<file path="config.mk">
export PLATFORM = sky130hd
export DESIGN_NAME = hetszegmens_vevo_flat
export DESIGN_NICKNAME = d
export VERILOG_FILES = /design/src/rtl/hetszegmens_pkg.sv /design/src/rtl/hetszegmens_vevo_if.sv /design/src/rtl/seg_minta_dekoder.sv /design/src/rtl/hetszegmens_vevo.sv /design/src/flat_wrapper.sv
export SDC_FILE = /design/constraint.sdc
export NUM_CORES = 1
export LEC_CHECK = 0
export CAP_MARGIN = 30
export CORE_UTILIZATION = 40
export CTS_CLUSTER_SIZE = 14
export DETAILED_ROUTE_END_ITERATION = 10
export GPL_TIMING_DRIVEN = 0
export HOLD_SLACK_MARGIN = 0.03
export REMOVE_ABC_BUFFERS = 1
export SLEW_MARGIN = 25
export SYNTH_ARGS = -nofsm -noshare
export SYNTH_HDL_FRONTEND = slang
export SYNTH_HIERARCHICAL = 1
export SYNTH_SLANG_ARGS = --single-unit
</file>
<file path="constraint.sdc">
create_clock -name clk -period 2.67 [get_ports clk]
set_input_delay 0.534 -clock clk [delete_from_list [all_inputs] [get_ports clk]]
set_output_delay 0.534 -clock clk [all_outputs]
set_load 0.01 [all_outputs]
</file>
<file path="src/rtl/hetszegmens_pkg.sv">
// Shared constants for the hetszegmens seven-segment encoder/receiver pair:
// segment bit positions, the hex<->pattern table and blank codes.
package hetszegmens_pkg;

    localparam int unsigned SEG_A  = 0;
    localparam int unsigned SEG_B  = 1;
    localparam int unsigned SEG_C  = 2;
    localparam int unsigned SEG_D  = 3;
    localparam int unsigned SEG_E  = 4;
    localparam int unsigned SEG_F  = 5;
    localparam int unsigned SEG_G  = 6;
    localparam int unsigned SEG_DP = 7;

    localparam int unsigned AN_W  = 4;
    localparam int unsigned SEG_W = 8;
    localparam int unsigned PAT_W = 7;
    localparam int unsigned HEX_N = 16;

    localparam logic [AN_W-1:0]  AN_BLANK  = 4'hF;
    localparam logic [PAT_W-1:0] SEG_BLANK = 7'h7F;

    // Active-low a..g pattern for each hex value; entry 0 is the rightmost.
    localparam logic [HEX_N-1:0][PAT_W-1:0] HEX_SEG = {
        7'h0E, 7'h06, 7'h21, 7'h46, 7'h03, 7'h08, 7'h10, 7'h00,
        7'h78, 7'h02, 7'h12, 7'h19, 7'h30, 7'h24, 7'h79, 7'h40
    };

    typedef struct packed {
        logic [AN_W-1:0]  an;
        logic [SEG_W-1:0] seg;
    } scan_t;

endpackage

</file>
<file path="src/rtl/hetszegmens_vevo_if.sv">
// Multiplexed AN/SEG input bus plus decoded-digit results of the receiver.
interface hetszegmens_vevo_if;
    logic [3:0]  an_in;
    logic [7:0]  seg_in;
    logic        err_clr;
    logic [15:0] dout;
    logic [3:0]  dp_out;
    logic [3:0]  digit_vld;
    logic        frame_vld;
    logic        err;

    modport master (
        output an_in, seg_in, err_clr,
        input  dout, dp_out, digit_vld, frame_vld, err
    );

    modport slave (
        input  an_in, seg_in, err_clr,
        output dout, dp_out, digit_vld, frame_vld, err
    );
endinterface

</file>
<file path="src/rtl/seg_minta_dekoder.sv">
// Combinational lookup of an active-low 7-segment pattern back to its hex value.
module seg_minta_dekoder
    import hetszegmens_pkg::*;
(
    input  logic [PAT_W-1:0] pattern,
    output logic [3:0]       value_c,
    output logic             hit_c,
    output logic             blank_c
);

    always_comb begin
        value_c = '0;
        hit_c   = 1'b0;
        for (int i = 0; i < int'(HEX_N); i++) begin
            if (pattern == HEX_SEG[i]) begin
                value_c = 4'(i);
                hit_c   = 1'b1;
            end
        end
        blank_c = (pattern == SEG_BLANK);
    end

endmodule

</file>
<file path="src/rtl/hetszegmens_vevo.sv">
// Receive side of the 4-digit multiplexed seven-segment bus: settles, decodes, holds digits.
// Optional SEG_SYNC_EN adds a two-flop input synchronizer (reset to blank) ahead of the sampler.
module hetszegmens_vevo
    import hetszegmens_pkg::*;
#(
    parameter int unsigned SETTLE_CYC = 4
)
(
    input  logic         clk,
    input  logic         rst,
    hetszegmens_vevo_if.slave bus
);

    localparam int unsigned CNT_W = 8;

    scan_t            samp_in_c;
    scan_t            samp_q;
    logic [CNT_W-1:0] cnt_q;
    logic             primed_q;
    logic             strobe_c;

`ifdef SEG_SYNC_EN
    scan_t sync1_q;
    scan_t sync2_q;

    always_ff @(posedge clk or negedge rst) begin
        if (!rst) begin
            sync1_q <= '1;
            sync2_q <= '1;
        end else begin
            sync1_q <= '{an: bus.an_in, seg: bus.seg_in};
            sync2_q <= sync1_q;
        end
    end

    assign samp_in_c = sync2_q;
`else
    assign samp_in_c = '{an: bus.an_in, seg: bus.seg_in};
`endif

    // Sample register and saturating stability counter.
    always_ff @(posedge clk or negedge rst) begin
        if (!rst) begin
            samp_q   <= '0;
            cnt_q    <= '0;
            primed_q <= 1'b0;
        end else begin
            samp_q   <= samp_in_c;
            primed_q <= 1'b1;
            if (samp_in_c != samp_q)
                cnt_q <= '0;
            else if (cnt_q != CNT_W'(SETTLE_CYC))
                cnt_q <= cnt_q + CNT_W'(1);
        end
    end

    // primed_q keeps the cleared sample register from being captured straight out of reset.
    assign strobe_c = primed_q && (cnt_q == CNT_W'(SETTLE_CYC - 1));

    logic [3:0] dek_value_c;
    logic       dek_hit_c;
    logic       dek_blank_c;

    seg_minta_dekoder u_dekoder (
        .pattern (samp_q.seg[SEG_G:SEG_A]),
        .value_c (dek_value_c),
        .hit_c   (dek_hit_c),
        .blank_c (dek_blank_c)
    );

    logic [15:0] dout_q,  dout_nx_c;
    logic [3:0]  dp_q,    dp_nx_c;
    logic [3:0]  vld_q,   vld_nx_c;
    logic [3:0]  seen_q,  seen_nx_c;
    logic        frame_q, frame_c;
    logic        err_q,   err_set_c;

    // Capture-time classification of AN and SEG into next-state digit results.
    // A blank pattern with the decimal point lit is not a valid encoding and counts as an error.
    always_comb begin
        dout_nx_c = dout_q;
        dp_nx_c   = dp_q;
        vld_nx_c  = vld_q;
        seen_nx_c = seen_q;
        err_set_c = 1'b0;
        if (strobe_c && (samp_q.an != AN_BLANK)) begin
            if ($onehot(~samp_q.an)) begin
                for (int k = 0; k < 4; k++) begin
                    if (!samp_q.an[k]) begin
                        if (dek_hit_c) begin
                            dout_nx_c[4*k +: 4] = dek_value_c;
                            dp_nx_c[k]          = ~samp_q.seg[SEG_DP];
                            vld_nx_c[k]         = 1'b1;
                            seen_nx_c[k]        = 1'b1;
                        end else if (dek_blank_c && samp_q.seg[SEG_DP]) begin
                            vld_nx_c[k]  = 1'b0;
                            seen_nx_c[k] = 1'b1;
                        end else begin
                            err_set_c = 1'b1;
                        end
                    end
                end
            end else begin
                err_set_c = 1'b1;
            end
        end
        frame_c = (seen_nx_c == 4'hF);
    end

    always_ff @(posedge clk or negedge rst) begin
        if (!rst) begin
            dout_q  <= '0;
            dp_q    <= '0;
            vld_q   <= '0;
            seen_q  <= '0;
            frame_q <= 1'b0;
            err_q   <= 1'b0;
        end else begin
            dout_q  <= dout_nx_c;
            dp_q    <= dp_nx_c;
            vld_q   <= vld_nx_c;
            seen_q  <= frame_c ? 4'h0 : seen_nx_c;
            frame_q <= frame_c;
            err_q   <= err_set_c | (err_q & ~bus.err_clr);
        end
    end

    assign bus.dout      = dout_q;
    assign bus.dp_out    = dp_q;
    assign bus.digit_vld = vld_q;
    assign bus.frame_vld = frame_q;
    assign bus.err       = err_q;

endmodule

</file>
<file path="src/flat_wrapper.sv">
// flat-port wrapper written by rule: the top's interface ports become plain ports
module hetszegmens_vevo_flat import hetszegmens_pkg::*;
#(
    parameter int unsigned SETTLE_CYC = 4
)
  (clk, rst, bus_an_in, bus_seg_in, bus_err_clr, bus_dout, bus_dp_out, bus_digit_vld, bus_frame_vld, bus_err);
  hetszegmens_vevo_if bus_i ();
  input  logic clk;
  input  logic rst;
  input wire logic [$bits(bus_i.an_in)-1:0] bus_an_in;
  input wire logic [$bits(bus_i.seg_in)-1:0] bus_seg_in;
  input wire logic [$bits(bus_i.err_clr)-1:0] bus_err_clr;
  output wire logic [$bits(bus_i.dout)-1:0] bus_dout;
  output wire logic [$bits(bus_i.dp_out)-1:0] bus_dp_out;
  output wire logic [$bits(bus_i.digit_vld)-1:0] bus_digit_vld;
  output wire logic [$bits(bus_i.frame_vld)-1:0] bus_frame_vld;
  output wire logic [$bits(bus_i.err)-1:0] bus_err;
  assign bus_i.an_in = bus_an_in;
  assign bus_i.seg_in = bus_seg_in;
  assign bus_i.err_clr = bus_err_clr;
  assign bus_dout = bus_i.dout;
  assign bus_dp_out = bus_i.dp_out;
  assign bus_digit_vld = bus_i.digit_vld;
  assign bus_frame_vld = bus_i.frame_vld;
  assign bus_err = bus_i.err;
  hetszegmens_vevo #(.SETTLE_CYC(SETTLE_CYC)) u_core (.clk(clk), .rst(rst), .bus(bus_i));
endmodule
</file>
Yosys cells after proc, flatten, opt, wreduce, memory -nomap -nowiden

Cells that the tools add are included.

Bits in registers: 51
Input port bits: 15
Output and inout port bits: 26
Logic and storage cells: 132

$add $sub $neg: 4
Equality and inequality tests: 22
Multiplexer cells: 64
Bitwise gates (word level): 9
Reduce and logical (&&, ||, !) cells: 14

Operator list:

| cell                | count |
|---|---|
| $mux 4              | 17 |
| $mux 1              | 45 |
| $eq 7x7->1 const B  | 5 |
| $reduce_and 4->1    | 8 |
| $eq 7x5->1 const B  | 3 |
| $eq 7x6->1 const B  | 3 |
| $mux 8              | 2 |
| $eq 7x2->1 const B  | 2 |
| $eq 7x4->1 const B  | 2 |
| $ne 12x12->1        | 1 |
| $add 8x1->8 const B | 1 |
| $eq 8x2->1 const B  | 1 |
| $ne 8x3->1 const B  | 1 |
| $eq 7x3->1 const B  | 1 |
| $logic_not 7->1     | 1 |
| $not 1->1           | 6 |
| $add 1x1->2         | 2 |
| $eq 4x4->1 const B  | 1 |
| $ne 4x4->1 const B  | 1 |
| $not 4->4           | 1 |
| $reduce_bool 2->1   | 2 |
| $add 3x3->3         | 1 |
| $eq 3x1->1 const B  | 1 |
| $logic_and 1x1->1   | 3 |
| other kinds (2)     | 2 |

Logic depth before layout (Yosys ltp)

Depth in word-level cells: 31
Gate-level depth with buffers: 9
Depth with buffers taken out: 8

Cells and area by module

Netlist, hierarchy kept.

Modules (own cells, without submodules):

| module            | times used | cells each | area each (um^2) | sequential area each (um^2) |
|---|---|---|---|---|
| hetszegmens_vevo  | 1          | 176        | 2290.9           | 1276.2 |
| seg_minta_dekoder | 1          | 54         | 362.8            | 0.0 |

Worst setup path before layout

OpenSTA, ideal clock, no wires.

Path kind: register to register
From: register u_core/samp_q[8] in the netlist's numbering
To: register u_core.seen_q[2]
Setup time: 0.124 ns
Arrival: 2.672 ns
Data required time: 2.546 ns
Path slack: -0.126 ns
Stages on the path, launching flop included: 9
Path buffers: 0
Clock period less this slack: 2.796 ns
Cells stage by stage: dfrtp_1 > fa_1 > inv_1 > ha_1 > ha_1 > or3b_1 > nor2_2 > a41oi_1 > o31a_1

Word-level cells in the longest chain between the ends: 8
Elaborated cells on any way between the ends: 11
Classes of those cells: 2 x add/sub; 3 x eq/ne; 4 x mux; 1 x bitwise; 1 x reduce/logical

RTL lines:

| what                              | RTL line                | RTL |
|---|---|---|
| start, declared                   | hetszegmens_vevo.sv:17  | `scan_t samp_q;` |
| start signal, assigned            | hetszegmens_vevo.sv:48  | `samp_q <= samp_in_c;` |
| $not 4->4                         | hetszegmens_vevo.sv:87  | `if ($onehot(~samp_q.an)) begin` |
| $add 1x1->2 (not written as such) | hetszegmens_vevo.sv:87  |  |
| $add 3x3->3 (not written as such) | hetszegmens_vevo.sv:87  |  |
| $eq 3x1->1                        | hetszegmens_vevo.sv:87  |  |
| $mux 4                            | hetszegmens_vevo.sv:87  |  |
| $mux 4 *                          | hetszegmens_vevo.sv:86  | `if (strobe_c && (samp_q.an != AN_BLANK)) begin` |
| $eq 4x4->1                        | hetszegmens_vevo.sv:107 | `frame_c = (seen_nx_c == 4'hF);` |
| $mux 4 *                          | hetszegmens_vevo.sv:122 | `seen_q <= frame_c ? 4'h0 : seen_nx_c;` |
| end signal, assigned              | hetszegmens_vevo.sv:122 |  |
| end, declared                     | hetszegmens_vevo.sv:74  | `logic [3:0] seen_q, seen_nx_c;` |

Every way passes the cells marked *; elsewhere a longest branch is shown, timed or not.
A chain may end at the register's enable or synchronous reset.

Worst setup path after layout

From: register u_core/samp_q[9] in the netlist's numbering
To: register u_core.seen_q[2]

Same word-level chain as after synthesis.

==> impl_metrics.csv <==
group,metric,value,unit
cells_and_area,finalInstanceArea,3540,um2
clock_tree,cts_max_level,2,
routing,wl,5510,um
sta,min_period_over_period,99.6,%
synthesis,yosys_most_used_dff,"dfrtp_1",
critical_path,r2r_slack,0.01,ns
sta,worst-slew-pin-transition,1.07,ns
cells_and_area,areaGrowthSynthToFinish,33.5,%
floorplan,num_rows,29,
routing,drtPass1Iterations,4,
routing,wire_per_inst,14.9,um
sta,skew,0.00758,ns
synthesis,synthArstFlopShare,100,%
critical_path,path_max_fanout,4,
power_and_ir_drop,power_density,447,nW/um2
clock_tree,path_clk_slew,0.09,ns
clock_tree,cts_buffers,5,
cells_and_area,final_net_count,312,
cells_and_area,insertedDiodeCount,0,
synthesis,postSynthCellCount,230,
place,dp_hpwl,3630,um
place,dpl_cell_area,3100,um2
floorplan,core-area,6390,um2
clock_tree,cts_root_buffer,"clkbuf_8",
place,place.gp.congestion,0.739,
floorplan,die_y,83.5,um
synthesis,synth.top_cell.area_share,48.1,%
sta,hold_viol,0,
floorplan,die_x,83.5,um
cells_and_area,fillCellCount,548,
floorplan,start_util,41.6,%
cells_and_area,final_util,55.5,%
floorplan,die_area,6960,um2
global_routing,grt_pass1_wl,9380,um
routing,vias,2018,
critical_path,cp.required,2.86,ns
sta,rsz0062_at_grt,"yes",
flow_run,cap_violations,0,
synthesis,synth_common_cells,"51 x dfrtp_1, 18 x nor2_1, 14 x xor2_1",
cells_and_area,regArea,1290,um2
global_routing,first_global_vias,1873,
synthesis,synth.area.top_cells,"dfrtp_1 48%, mux2_2 5.1%, xor2_1 4.6%",
sta,fmax,376,MHz
clock_tree,cts_buffer_depth,2,
critical_path,reg2reg_to,"u_core/seen_q[2]",
outcome,status,"finished clean",
sta,maxSlewHeadroom,28.7,%
synthesis,mappedNetlistArea,2650,um2
clock_tree,cts.sinks,51,
synthesis,avgSynthCellArea,11.5,um2
sta,slew_violations,0,
synthesis,synth_cell_type_count,58,
synthesis,synth_seq_cells,51,
critical_path,rr_worst_depth,9,
sta,min_period,2.66,ns
critical_path,path_class,"reg2reg",
critical_path,worst_setup_path_start_kind,"register",
global_routing,grt_start_max_net_pins,52,
power_and_ir_drop,vdd_drop_max,240,uV
routing,avgViaCountPerCell,5.47,
clock_tree,cts_tree,"yes",
synthesis,seq_area_frac_synth,48.1,%
critical_path,cp-end-kind,"register",
sta,setup_viol,0,
global_routing,grt_remaining_overflow,0,
clock_tree,clock_latency,0.30,ns
routing,drt-initial-drc-count,56,
synthesis,yosysMostFrequentCell,"dfrtp_1",
power_and_ir_drop,p_leak,1.50,nW
routing,ant_nets,0,
synthesis,synth_warnings,6,
critical_path,r2r-start,"u_core/samp_q[9]",
hold_path,hp-class,"in2async",
cells_and_area,drive_gt1_share,29.1,%
global_routing,grt_usage,16.8,%
cells_and_area,fin_cells,369,
synthesis,yosysTopAreaCell,"dfrtp_1",
routing,drcViolationCount,0,
critical_path,arrival,2.85,ns
synthesis,synth-edff-count,0,
cells_and_area,multi_input_area,1400,um2
place,io_buffers,40,
floorplan,io_pins,41,
place,dp.cells,338,
global_routing,antenna_found_initial,0,
-- power by group --
group          leakage [nW]  internal [mW]  switching, mW
Clock                0.0654          0.375          0.249
Combinational         0.758         0.0724         0.0800
Sequential            0.673          0.783         0.0257
-- registers in the layout, summed over array words and instances, names as in the netlist --
signal                count
u_core/primed_q           1
u_core/samp_q            12
u_core/bus.digit_vld      4
u_core/bus.err            1
u_core/bus.dout          16
u_core/bus.frame_vld      1
u_core/seen_q             4
u_core/bus.dp_out         4
u_core/cnt_q              8
-- per-layer routing --
layer / routed length [um] / GRT usage [%]
met5: 0 / 0
met4: 43 / 4.47
met3: 234 / 3.96
met2: 2500 / 24.9
met1: 2730 / 24.7
-- stage by stage --
stage | hold WS [ns] | worst slack [ns] | setup TNS (ns) | power [mW]
floorplan | 0.238 | -0.154 | -1.40 | 0.879
global placement | 0.471 | -0.473 | -31.32 | 0.936
detailed placement | 0.479 | -0.404 | -7.97 | 0.939
global route | 0.293 | -0.0782 | -0.459 | 1.66
CTS | 0.271 | -0.00323 | -0.00323 | 1.59
finish | 0.246 | 0.00991 | 0 | 1.58
-- cell families (layout without fill, tap and decap cells) --
kind of cell / Yosys count / count (layout) / share of synthesized area [%]
mux: 21 / 21 / 9.24
compound gates: 40 / 40 / 12.7
xor+xnor: 18 / 18 / 5.94
other cells: 1 / 1 / 0.141
simple gates: 72 / 72 / 17.0
flops: 51 / 51 / 48.1
fa+ha+maj: 6 / 6 / 3.11
buf+inv: 21 / 83 / 3.82
-- cells in the final DEF (no fill, tap or decap), drive strengths merged, types with 6 or more instances in the layout --
cell,n
nor2,19
nand3,6
xor2,14
dfrtp,51
buf,24
mux2,16
nand4,7
inv,12
clkdlybuf4s50,39
nand2,12
nor4,9
a21oi,6
clkbuf,6
-- worst max-delay path: stages (launching register included) --
cell	delay [ns]
dfrtp_2	0.42
fa_1	0.53
inv_1	0.04
ha_2	0.17
ha_4	0.22
or3b_4	0.43
nor2_4	0.15
buf_12	0.13
a41oi_4	0.10
o31a_1	0.35
-- final cells by class --
class | count | area share, %
multi-input combinational | 158 | 39.4
inverter | 12 | 1.27
clock buffer | 6 | 2.05
tap | 77 | 2.72
sequential | 51 | 36.4
timing repair buffer | 63 | 16.5
clock inverter | 2 | 1.69
-- worst max-delay path by stage --
stage / endpoint / cells after the start / slack, ns / start
global placement: u_core/cnt_q[6] / 1 / -0.47 / rst
finish: u_core/seen_q[2] / 9 / 0.01 / u_core/samp_q[9]
CTS: u_core/bus.dout[10] / 9 / -0.003 / u_core/samp_q[8]
floorplan: u_core/seen_q[2] / 8 / -0.15 / u_core/samp_q[8]
detailed placement: u_core/bus.dout[10] / 8 / -0.40 / u_core/samp_q[8]
global route: u_core/seen_q[1] / 9 / -0.08 / u_core/samp_q[9]
-- repair_timing --
item,CTS,global route
pin swaps,10,10
endpoints found under the setup margin,29,27
hold buffers,0,0
gates resized for setup,11,16
buffers inserted,14,9
(Power assumes the default switching activity.)
